$ cat src/rtl/sbr_pkg.sv
// Shared constants and types for the serial bus responder (sbr_frame_rx and serial_bus_responder).
package sbr_pkg;

  localparam logic [7:0] CMD_WR     = 8'h01;
  localparam logic [7:0] CMD_RD     = 8'h02;
  localparam logic [7:0] ST_ERR     = 8'hEE;
  localparam int         RX_FRAME_W = 12;

  typedef enum logic [2:0] {
    S_IDLE = 3'd0,
    S_EXEC = 3'd1,
    S_WR   = 3'd2,
    S_RDW  = 3'd3,
    S_TX   = 3'd4
  } sbr_state_e;

  // Outcome of decoding a command against the buffered data bytes.
  typedef enum logic [1:0] {
    OP_ERR = 2'd0,
    OP_WR  = 2'd1,
    OP_RD  = 2'd2
  } sbr_op_e;

endpackage

$ cat src/rtl/sbr_frame_rx.sv
// Serial frame deserializer: registers serialin once, shifts it through a 12-bit window and
// pulses frame_valid for one cycle when a complete {start, flag, byte, 00} frame is seen.
module sbr_frame_rx
  import sbr_pkg::*;
(
  input  logic       clk,
  input  logic       rst,
  input  logic       serialin,
  output logic       frame_valid,
  output logic       frame_flag,
  output logic [7:0] frame_byte
);

  logic                  in_q, in_d;
  logic [RX_FRAME_W-1:0] sr_q, sr_d;
  logic                  detect;

  // The first 1 after a clear is always a start bit, so it reaching the top marks a frame.
  assign detect = sr_q[RX_FRAME_W-1] & (sr_q[1:0] == 2'b00);

  always_comb begin
    in_d = serialin;
    sr_d = {sr_q[RX_FRAME_W-2:0], in_q};
    // Keep the bit arriving on the detect cycle: it may be the next frame's start bit.
    if (detect) begin
      sr_d = {{(RX_FRAME_W-1){1'b0}}, in_q};
    end
  end

  always_ff @(posedge clk or posedge rst) begin
    if (rst) begin
      in_q <= 1'b0;
      sr_q <= '0;
    end else begin
      in_q <= in_d;
      sr_q <= sr_d;
    end
  end

  assign frame_valid = detect;
  assign frame_flag  = sr_q[RX_FRAME_W-2];
  assign frame_byte  = sr_q[RX_FRAME_W-3:2];

endmodule

$ cat src/rtl/serial_bus_responder.sv
// Responder end of the one-wire serial register bus: buffers data bytes, runs register
// writes/reads on command frames and serializes replies. SERIAL_BUS_RESP_DEBUG_EN adds dbg.
module serial_bus_responder
  import sbr_pkg::*;
#(
  parameter int RD_LAT = 1,
  parameter int TX_GAP = 2
) (
  input  logic        clk,
  input  logic        rst,
  input  logic        serialin,
  output logic        serialout,
  output logic        wr,
  output logic [15:0] addr,
  output logic [15:0] wrdata,
  input  logic [15:0] rddata,
  output logic [15:0] rdcount,
  output logic [15:0] wrcount,
`ifdef SERIAL_BUS_RESP_DEBUG_EN
  output logic [15:0] bytecount,
  output logic [15:0] dbg
`else
  output logic [15:0] bytecount
`endif
);

  localparam int FRAME_W = 10 + TX_GAP;
  localparam int TX_W    = 3 * FRAME_W;
  localparam int CNT_W   = $clog2(TX_W + 1);
  localparam int LAT_W   = (RD_LAT > 1) ? $clog2(RD_LAT) : 1;

  localparam logic [CNT_W-1:0] FRAME_LEN = CNT_W'(FRAME_W);
  localparam logic [CNT_W-1:0] TX_LEN    = CNT_W'(TX_W);
  localparam logic [CNT_W-1:0] CNT_ONE   = CNT_W'(1);
  localparam logic [LAT_W-1:0] LAT_LAST  = LAT_W'(RD_LAT - 1);

  function automatic logic [FRAME_W-1:0] mk_frame(input logic flag, input logic [7:0] b);
    return {1'b1, flag, b, {TX_GAP{1'b0}}};
  endfunction

  // rx_valid is a valid-only one-cycle pulse: there is no ready, every frame must be consumed.
  logic       rx_valid;
  logic       rx_flag;
  logic [7:0] rx_byte;

  sbr_frame_rx u_rx (
    .clk         (clk),
    .rst         (rst),
    .serialin    (serialin),
    .frame_valid (rx_valid),
    .frame_flag  (rx_flag),
    .frame_byte  (rx_byte)
  );

  sbr_state_e       state_q, state_d;
  sbr_op_e          op_q, op_d;
  logic [31:0]      buf_q, buf_d;
  logic [2:0]       fill_q, fill_d;
  logic [15:0]      addr_q, addr_d;
  logic [15:0]      wrdata_q, wrdata_d;
  logic             wr_q, wr_d;
  logic [LAT_W-1:0] lat_q, lat_d;
  logic [TX_W-1:0]  tx_sr_q, tx_sr_d;
  logic [CNT_W-1:0] tx_cnt_q, tx_cnt_d;
  logic             so_q, so_d;
  logic [15:0]      rdcount_q, rdcount_d;
  logic [15:0]      wrcount_q, wrcount_d;
  logic [15:0]      bytecount_q, bytecount_d;

  logic             tx_load;
  logic [TX_W-1:0]  tx_load_bits;
  logic [CNT_W-1:0] tx_load_len;

  always_comb begin
    state_d      = state_q;
    op_d         = op_q;
    buf_d        = buf_q;
    fill_d       = fill_q;
    addr_d       = addr_q;
    wrdata_d     = wrdata_q;
    wr_d         = 1'b0;
    lat_d        = lat_q;
    rdcount_d    = rdcount_q;
    wrcount_d    = wrcount_q;
    bytecount_d  = bytecount_q;
    tx_load      = 1'b0;
    tx_load_bits = '0;
    tx_load_len  = FRAME_LEN;

    case (state_q)
      S_IDLE: ;
      S_EXEC: begin
        case (op_q)
          OP_WR: begin
            tx_load      = 1'b1;
            tx_load_bits = {mk_frame(1'b1, CMD_WR), {(2*FRAME_W){1'b0}}};
            state_d      = S_WR;
          end
          OP_RD: begin
            lat_d   = '0;
            state_d = S_RDW;
          end
          default: begin
            tx_load      = 1'b1;
            tx_load_bits = {mk_frame(1'b1, ST_ERR), {(2*FRAME_W){1'b0}}};
            state_d      = S_TX;
          end
        endcase
      end
      S_WR: begin
        wrcount_d = wrcount_q + 16'd1;
        state_d   = S_TX;
      end
      S_RDW: begin
        if (lat_q == LAT_LAST) begin
          tx_load      = 1'b1;
          tx_load_len  = TX_LEN;
          tx_load_bits = {mk_frame(1'b0, rddata[15:8]), mk_frame(1'b0, rddata[7:0]),
                          mk_frame(1'b1, CMD_RD)};
          rdcount_d    = rdcount_q + 16'd1;
          state_d      = S_TX;
        end else begin
          lat_d = lat_q + LAT_W'(1);
        end
      end
      S_TX: begin
        if (tx_cnt_q == '0) begin
          state_d = S_IDLE;
        end
      end
      default: state_d = S_IDLE;
    endcase

    // Frame reception runs in every state; only IDLE acts on a command.
    if (rx_valid) begin
      bytecount_d = bytecount_q + 16'd1;
      if (!rx_flag) begin
        buf_d = {buf_q[23:0], rx_byte};
        if (fill_q != 3'd4) begin
          fill_d = fill_q + 3'd1;
        end
      end else begin
        buf_d  = '0;
        fill_d = '0;
        if (state_q == S_IDLE) begin
          state_d = S_EXEC;
          if (rx_byte == CMD_WR && fill_q == 3'd4) begin
            op_d     = OP_WR;
            wr_d     = 1'b1;
            addr_d   = buf_q[15:0];
            wrdata_d = buf_q[31:16];
          end else if (rx_byte == CMD_RD && fill_q >= 3'd2) begin
            op_d   = OP_RD;
            addr_d = buf_q[15:0];
          end else begin
            op_d = OP_ERR;
          end
        end
      end
    end
  end

  // Loading drives the first bit straight into serialout so the reply starts one cycle sooner.
  always_comb begin
    so_d     = 1'b0;
    tx_sr_d  = tx_sr_q;
    tx_cnt_d = tx_cnt_q;
    if (tx_load) begin
      so_d     = tx_load_bits[TX_W-1];
      tx_sr_d  = {tx_load_bits[TX_W-2:0], 1'b0};
      tx_cnt_d = tx_load_len - CNT_ONE;
    end else if (tx_cnt_q != '0) begin
      so_d     = tx_sr_q[TX_W-1];
      tx_sr_d  = {tx_sr_q[TX_W-2:0], 1'b0};
      tx_cnt_d = tx_cnt_q - CNT_ONE;
    end
  end

  always_ff @(posedge clk or posedge rst) begin
    if (rst) begin
      state_q     <= S_IDLE;
      op_q        <= OP_ERR;
      buf_q       <= '0;
      fill_q      <= '0;
      addr_q      <= '0;
      wrdata_q    <= '0;
      wr_q        <= 1'b0;
      lat_q       <= '0;
      tx_sr_q     <= '0;
      tx_cnt_q    <= '0;
      so_q        <= 1'b0;
      rdcount_q   <= '0;
      wrcount_q   <= '0;
      bytecount_q <= '0;
    end else begin
      state_q     <= state_d;
      op_q        <= op_d;
      buf_q       <= buf_d;
      fill_q      <= fill_d;
      addr_q      <= addr_d;
      wrdata_q    <= wrdata_d;
      wr_q        <= wr_d;
      lat_q       <= lat_d;
      tx_sr_q     <= tx_sr_d;
      tx_cnt_q    <= tx_cnt_d;
      so_q        <= so_d;
      rdcount_q   <= rdcount_d;
      wrcount_q   <= wrcount_d;
      bytecount_q <= bytecount_d;
    end
  end

  assign serialout = so_q;
  assign wr        = wr_q;
  assign addr      = addr_q;
  assign wrdata    = wrdata_q;
  assign rdcount   = rdcount_q;
  assign wrcount   = wrcount_q;
  assign bytecount = bytecount_q;

`ifdef SERIAL_BUS_RESP_DEBUG_EN
  logic       cmd_dropped;
  logic [7:0] dropped_q, dropped_d;

  assign cmd_dropped = rx_valid & rx_flag & (state_q != S_IDLE);

  always_comb begin
    dropped_d = dropped_q;
    if (cmd_dropped && dropped_q != 8'hFF) begin
      dropped_d = dropped_q + 8'd1;
    end
  end

  always_ff @(posedge clk or posedge rst) begin
    if (rst) begin
      dropped_q <= '0;
    end else begin
      dropped_q <= dropped_d;
    end
  end

  assign dbg = {1'b0, state_q, dropped_q, 1'b0, fill_q};
`endif

endmodule
$ cat config.mk
export PLATFORM = sky130hd
export DESIGN_NAME = serial_bus_responder
export DESIGN_NICKNAME = d
export VERILOG_FILES = /design/src/rtl/sbr_pkg.sv /design/src/rtl/sbr_frame_rx.sv /design/src/rtl/serial_bus_responder.sv
export SDC_FILE = /design/constraint.sdc
export NUM_CORES = 1
export LEC_CHECK = 0
export ABC_AREA = 1
export BUFFER_PORTS_ARGS = -buffer_cell sky130_fd_sc_hd__buf_2
export CORE_MARGIN = 5
export CORE_UTILIZATION = 45
export CTS_CLUSTER_DIAMETER = 150
export CTS_CLUSTER_SIZE = 16
export DETAILED_ROUTE_END_ITERATION = 8
export MAX_ROUTING_LAYER = met4
export PLACE_DENSITY = 0.64
export SKIP_CTS_REPAIR_TIMING = 1
export SLEW_MARGIN = 0
export SYNTH_ARGS = -nofsm -noshare
export SYNTH_HDL_FRONTEND = slang
export SYNTH_SLANG_ARGS = --single-unit
$ cat constraint.sdc
create_clock -name clk -period 5.5 [get_ports clk]
set_input_delay 1.1 -clock clk [delete_from_list [all_inputs] [get_ports clk]]
set_output_delay 1.1 -clock clk [all_outputs]
set_load 0.05 [all_outputs]
==> metrics.md <==
| Metric | Value |
|---|---|
| Synth Instances | `864` |
| Placer Congestion | `0.807` |
| Syn Area/Cell | `8.72 um^2` |
| CP Max Fanout | `8` |
| Post-Syn Area | `7530 um^2` |
| Max Transition Viols Final | `0` |
| Worst hold path type | `register to register` |
| DRC Markers | `0` |
| Dpl hpwl | `10600 um` |
| Cell Chain, Critical Path | `buf_2` |
| Register area share after synthesis | `0.575` |
| Multi-input gate area | `2740 um^2` |
| Fillers | `1543` |
| Clk pin slew, worst setup/hold paths | `0.07 ns` |
| P_int | `2.29 mW` |
| Port Buffers | `100` |
| First-pass GRT wire length | `27300 um` |
| Vias in the first global route | `5436` |
| Comb pwr share | `0.135` |
| Max incr delay on CP | `0.51 ns` |
| Buffer and inverter count on the worst path | `1` |
| Final Util | `0.535` |
| Die Wd | `139 um` |
| DR pass1 iterations | `5` |
| Status | `finished, final reports clean` |
| Psw | `937 uW` |
| Worst path required time | `4.40 ns` |
| P per Cell Area | `365 nW/um^2` |
| I/O pin count | `101` |
| Hold Path End | `u_rx.sr_q[0]$_DFF_PP0_` |
| Number of max-cap violations | `0` |
| Die area | `19400 um^2` |
| Layout overhead on the synthesized area | `17.3%` |
| Synth warnings | `0` |
| Vias | `5758` |
| Die H | `139 um` |
| Setup Skew | `0.00717 ns` |
| Flop2flop setup slack | `3.40 ns` |
| Largest net degree at the start of global routing | `174` |
| Worst slack, placed | `3.39 ns` |
| Highest clock rate | `423 MHz` |
| Clock power frac | `0.394` |
| Top_reg_cell synth | `dfrtp_1` |
| Post-layout min period | `2.36 ns` |
| ANT cells | `0` |
| Final number of setup-violating endpoints | `0` |
| H-tree level count | `4` |
| Core area | `16500 um^2` |
| Post-synth EDFFs | `0` |
| Num Clock Sinks | `173` |
| Worst skew pair latency | `0.43 ns` |
| Layout cells sized above 1 | `0.157` |
| RSZ-0062 raised after global routing | `no` |
| Worst Hold Depth | `0` |
| Count of cell types in the netlist | `34` |
| Worst slew pin tran | `0.985 ns` |
| Crit-path slowest cell | `dfrtp_1` |
| TritonCTS clock tree | `done` |
| CP Launch Type | `register` |
| FF+latch count, synth | `173` |
| Static leakage | `4.55 nW` |
| Synth async-reset ratio | `1.00` |
| Final period util | `0.430` |
| Storage element area | `4330 um^2` |
| PnR worst setup slack | `3.14 ns` |
| Hold_sp | `u_rx.in_q$_DFF_PP0_` |
| Remaining global-route overflow | `0` |
| Final hold vios | `0` |
| Peak supply drop | `0.257 mV` |
| Routed wire per std cell | `13.5 um` |
| Vias per cell | `4.85` |
| GRT Total Usage | `0.175` |
| Starting Density | `0.456` |
| CTS Root Cell | `clkbuf_16` |
| Worst r2r dst | `addr[13]$_DFFE_PP0P_` |
| Sw Ratio | `0.291` |
| Antenna violations before repair | `0` |
| Total wire length | `16000 um` |
| Syn_nets | `892` |
| Reg2Reg Launch Point | `fill_q[1]$_DFFE_PP0P_` |
| Final TNS setup | `0 ns` |
| CTS Buffer Depth | `2` |
| Cell family with most CP delay | `flip-flops` |
| Post-route ant nets | `0` |
| Setup crit end kind | `primary output` |
| Row Count | `47` |
| WP data arrival | `1.26 ns` |
| Relative slew slack | `0.343` |
| Sequential share of power | `0.471` |
| Iter 0 DRT Violations | `355` |
| Pwr Total | `3.22 mW` |
| Worst R2R Path Depth | `11` |
| Number of nets in the layout | `981` |
| TritonCTS Buffers | `17` |
| Setup Crit Path Kind | `register to primary output` |
| Worst Hold Margin | `0.352 ns` |
==> how the worst max path moves through the flow <==
stage	start	to	slack (ns)	cells after the start
final	rdcount[4]$_DFFE_PP0N_	rdcount[4]	3.14	1
after global routing	rdcount[4]$_DFFE_PP0N_	rdcount[4]	3.09	1
after CTS	rdcount[4]$_DFFE_PP0N_	rdcount[4]	3.13	1
after detailed placement	op_q[0]$_DFFE_PP0P_	tx_sr_q[33]$_DFFE_PP0P_	3.39	8
after global placement	rst	bytecount[12]$_DFFE_PP0P_	3.41	3
after floorplan	rst	addr[0]$_DFFE_PP0P_	2.19	1
==> cell type report <==
cell class / count / share of cell area
Tap cell: 220 / 0.0312
Clock inverter: 15 / 0.0227
Inverter: 83 / 0.0357
Sequential cell: 173 / 0.490
Clock buffer: 17 / 0.0481
Timing Repair Buffer: 105 / 0.0623
Multi-Input combinational cell: 573 / 0.310
==> registers in the layout (all words and copies together), names as in the netlist <==
| register | flops |
|---|---|
| tx_sr_q | 32 |
| rdcount | 16 |
| bytecount | 16 |
| op_q | 2 |
| wr | 1 |
| state_q | 3 |
| buf_q | 32 |
| fill_q | 3 |
| wrcount | 16 |
| u_rx.sr_q | 12 |
| tx_cnt_q | 6 |
| addr | 16 |
| serialout | 1 |
| wrdata | 16 |
| u_rx.in_q | 1 |
==> kinds of logic after synthesis <==
group | share of synthesized area
simple gates | 0.254
flops | 0.575
buf+inv | 0.0618
compound gates | 0.0629
xor+xnor | 0.0314
fa+ha+maj | 0.0149
==> Yosys cell counts, types with 6 or more instances <==
cell type	instances	area (um^2)
buf_2	15	75.1
clkbuf_1	18	67.6
dfrtp_1	173	4330
ha_1	9	113
inv_1	81	304
nand2_1	251	942
nand3_1	84	420
nand4_1	14	87.6
nor2_1	75	282
nor3_1	6	30.0
o21ai_0	64	320
o31ai_1	8	60.1
xnor2_1	14	123
xor2_1	13	114
==> metal layers <==
layer	global-route usage	vias to the layer above	wire length, um
li1	-	2921	-
met1	0.240	2720	7780
met2	0.265	97	7360
met3	0.0329	20	544
met4	0.0572	0	299
met5	-	-	0
==> power by group through the flow <==
stage               clock, mW  sequential, mW  combinational, mW
finish                   1.27            1.52              0.435
global route             1.36            1.53              0.502
CTS                      1.31            1.52              0.446
detailed placement          0            1.54              0.443
global placement            0            1.54              0.437
floorplan                   0            1.56              0.304
==> cell usage in the layout (no fill, tap or decap), types with 2 or more instances in the layout <==
cell / Yosys / layout
nand4_1: 14 / 14
nand3_1: 84 / 84
a21boi_0: 2 / 2
nand2_2: 3 / 3
nor2_1: 75 / 75
dfrtp_1: 173 / 173
bufinv_16: 0 / 3
nor3_1: 6 / 6
inv_2: 2 / 2
xnor2_1: 14 / 14
ha_1: 9 / 9
nand3b_1: 3 / 3
nand2_1: 251 / 251
xor2_1: 13 / 13
inv_6: 0 / 7
o21ai_1: 3 / 3
clkinvlp_4: 0 / 3
and2_1: 4 / 4
o21ai_0: 64 / 64
inv_1: 81 / 80
a21oi_1: 5 / 5
buf_2: 15 / 100
nor3b_1: 2 / 2
inv_8: 0 / 3
o21a_1: 2 / 2
nor2_2: 3 / 3
o31ai_1: 8 / 8
clkbuf_16: 0 / 17
buf_4: 1 / 4
==> metrics by stage <==
step	instance area [um^2]	std cells
after floorplan	7540	864
after global placement	8210	1154
after detailed placement	8210	1154
after CTS	8840	1186
after global routing	8840	1186
final	8840	1186
(Power assumes the default switching activity.)
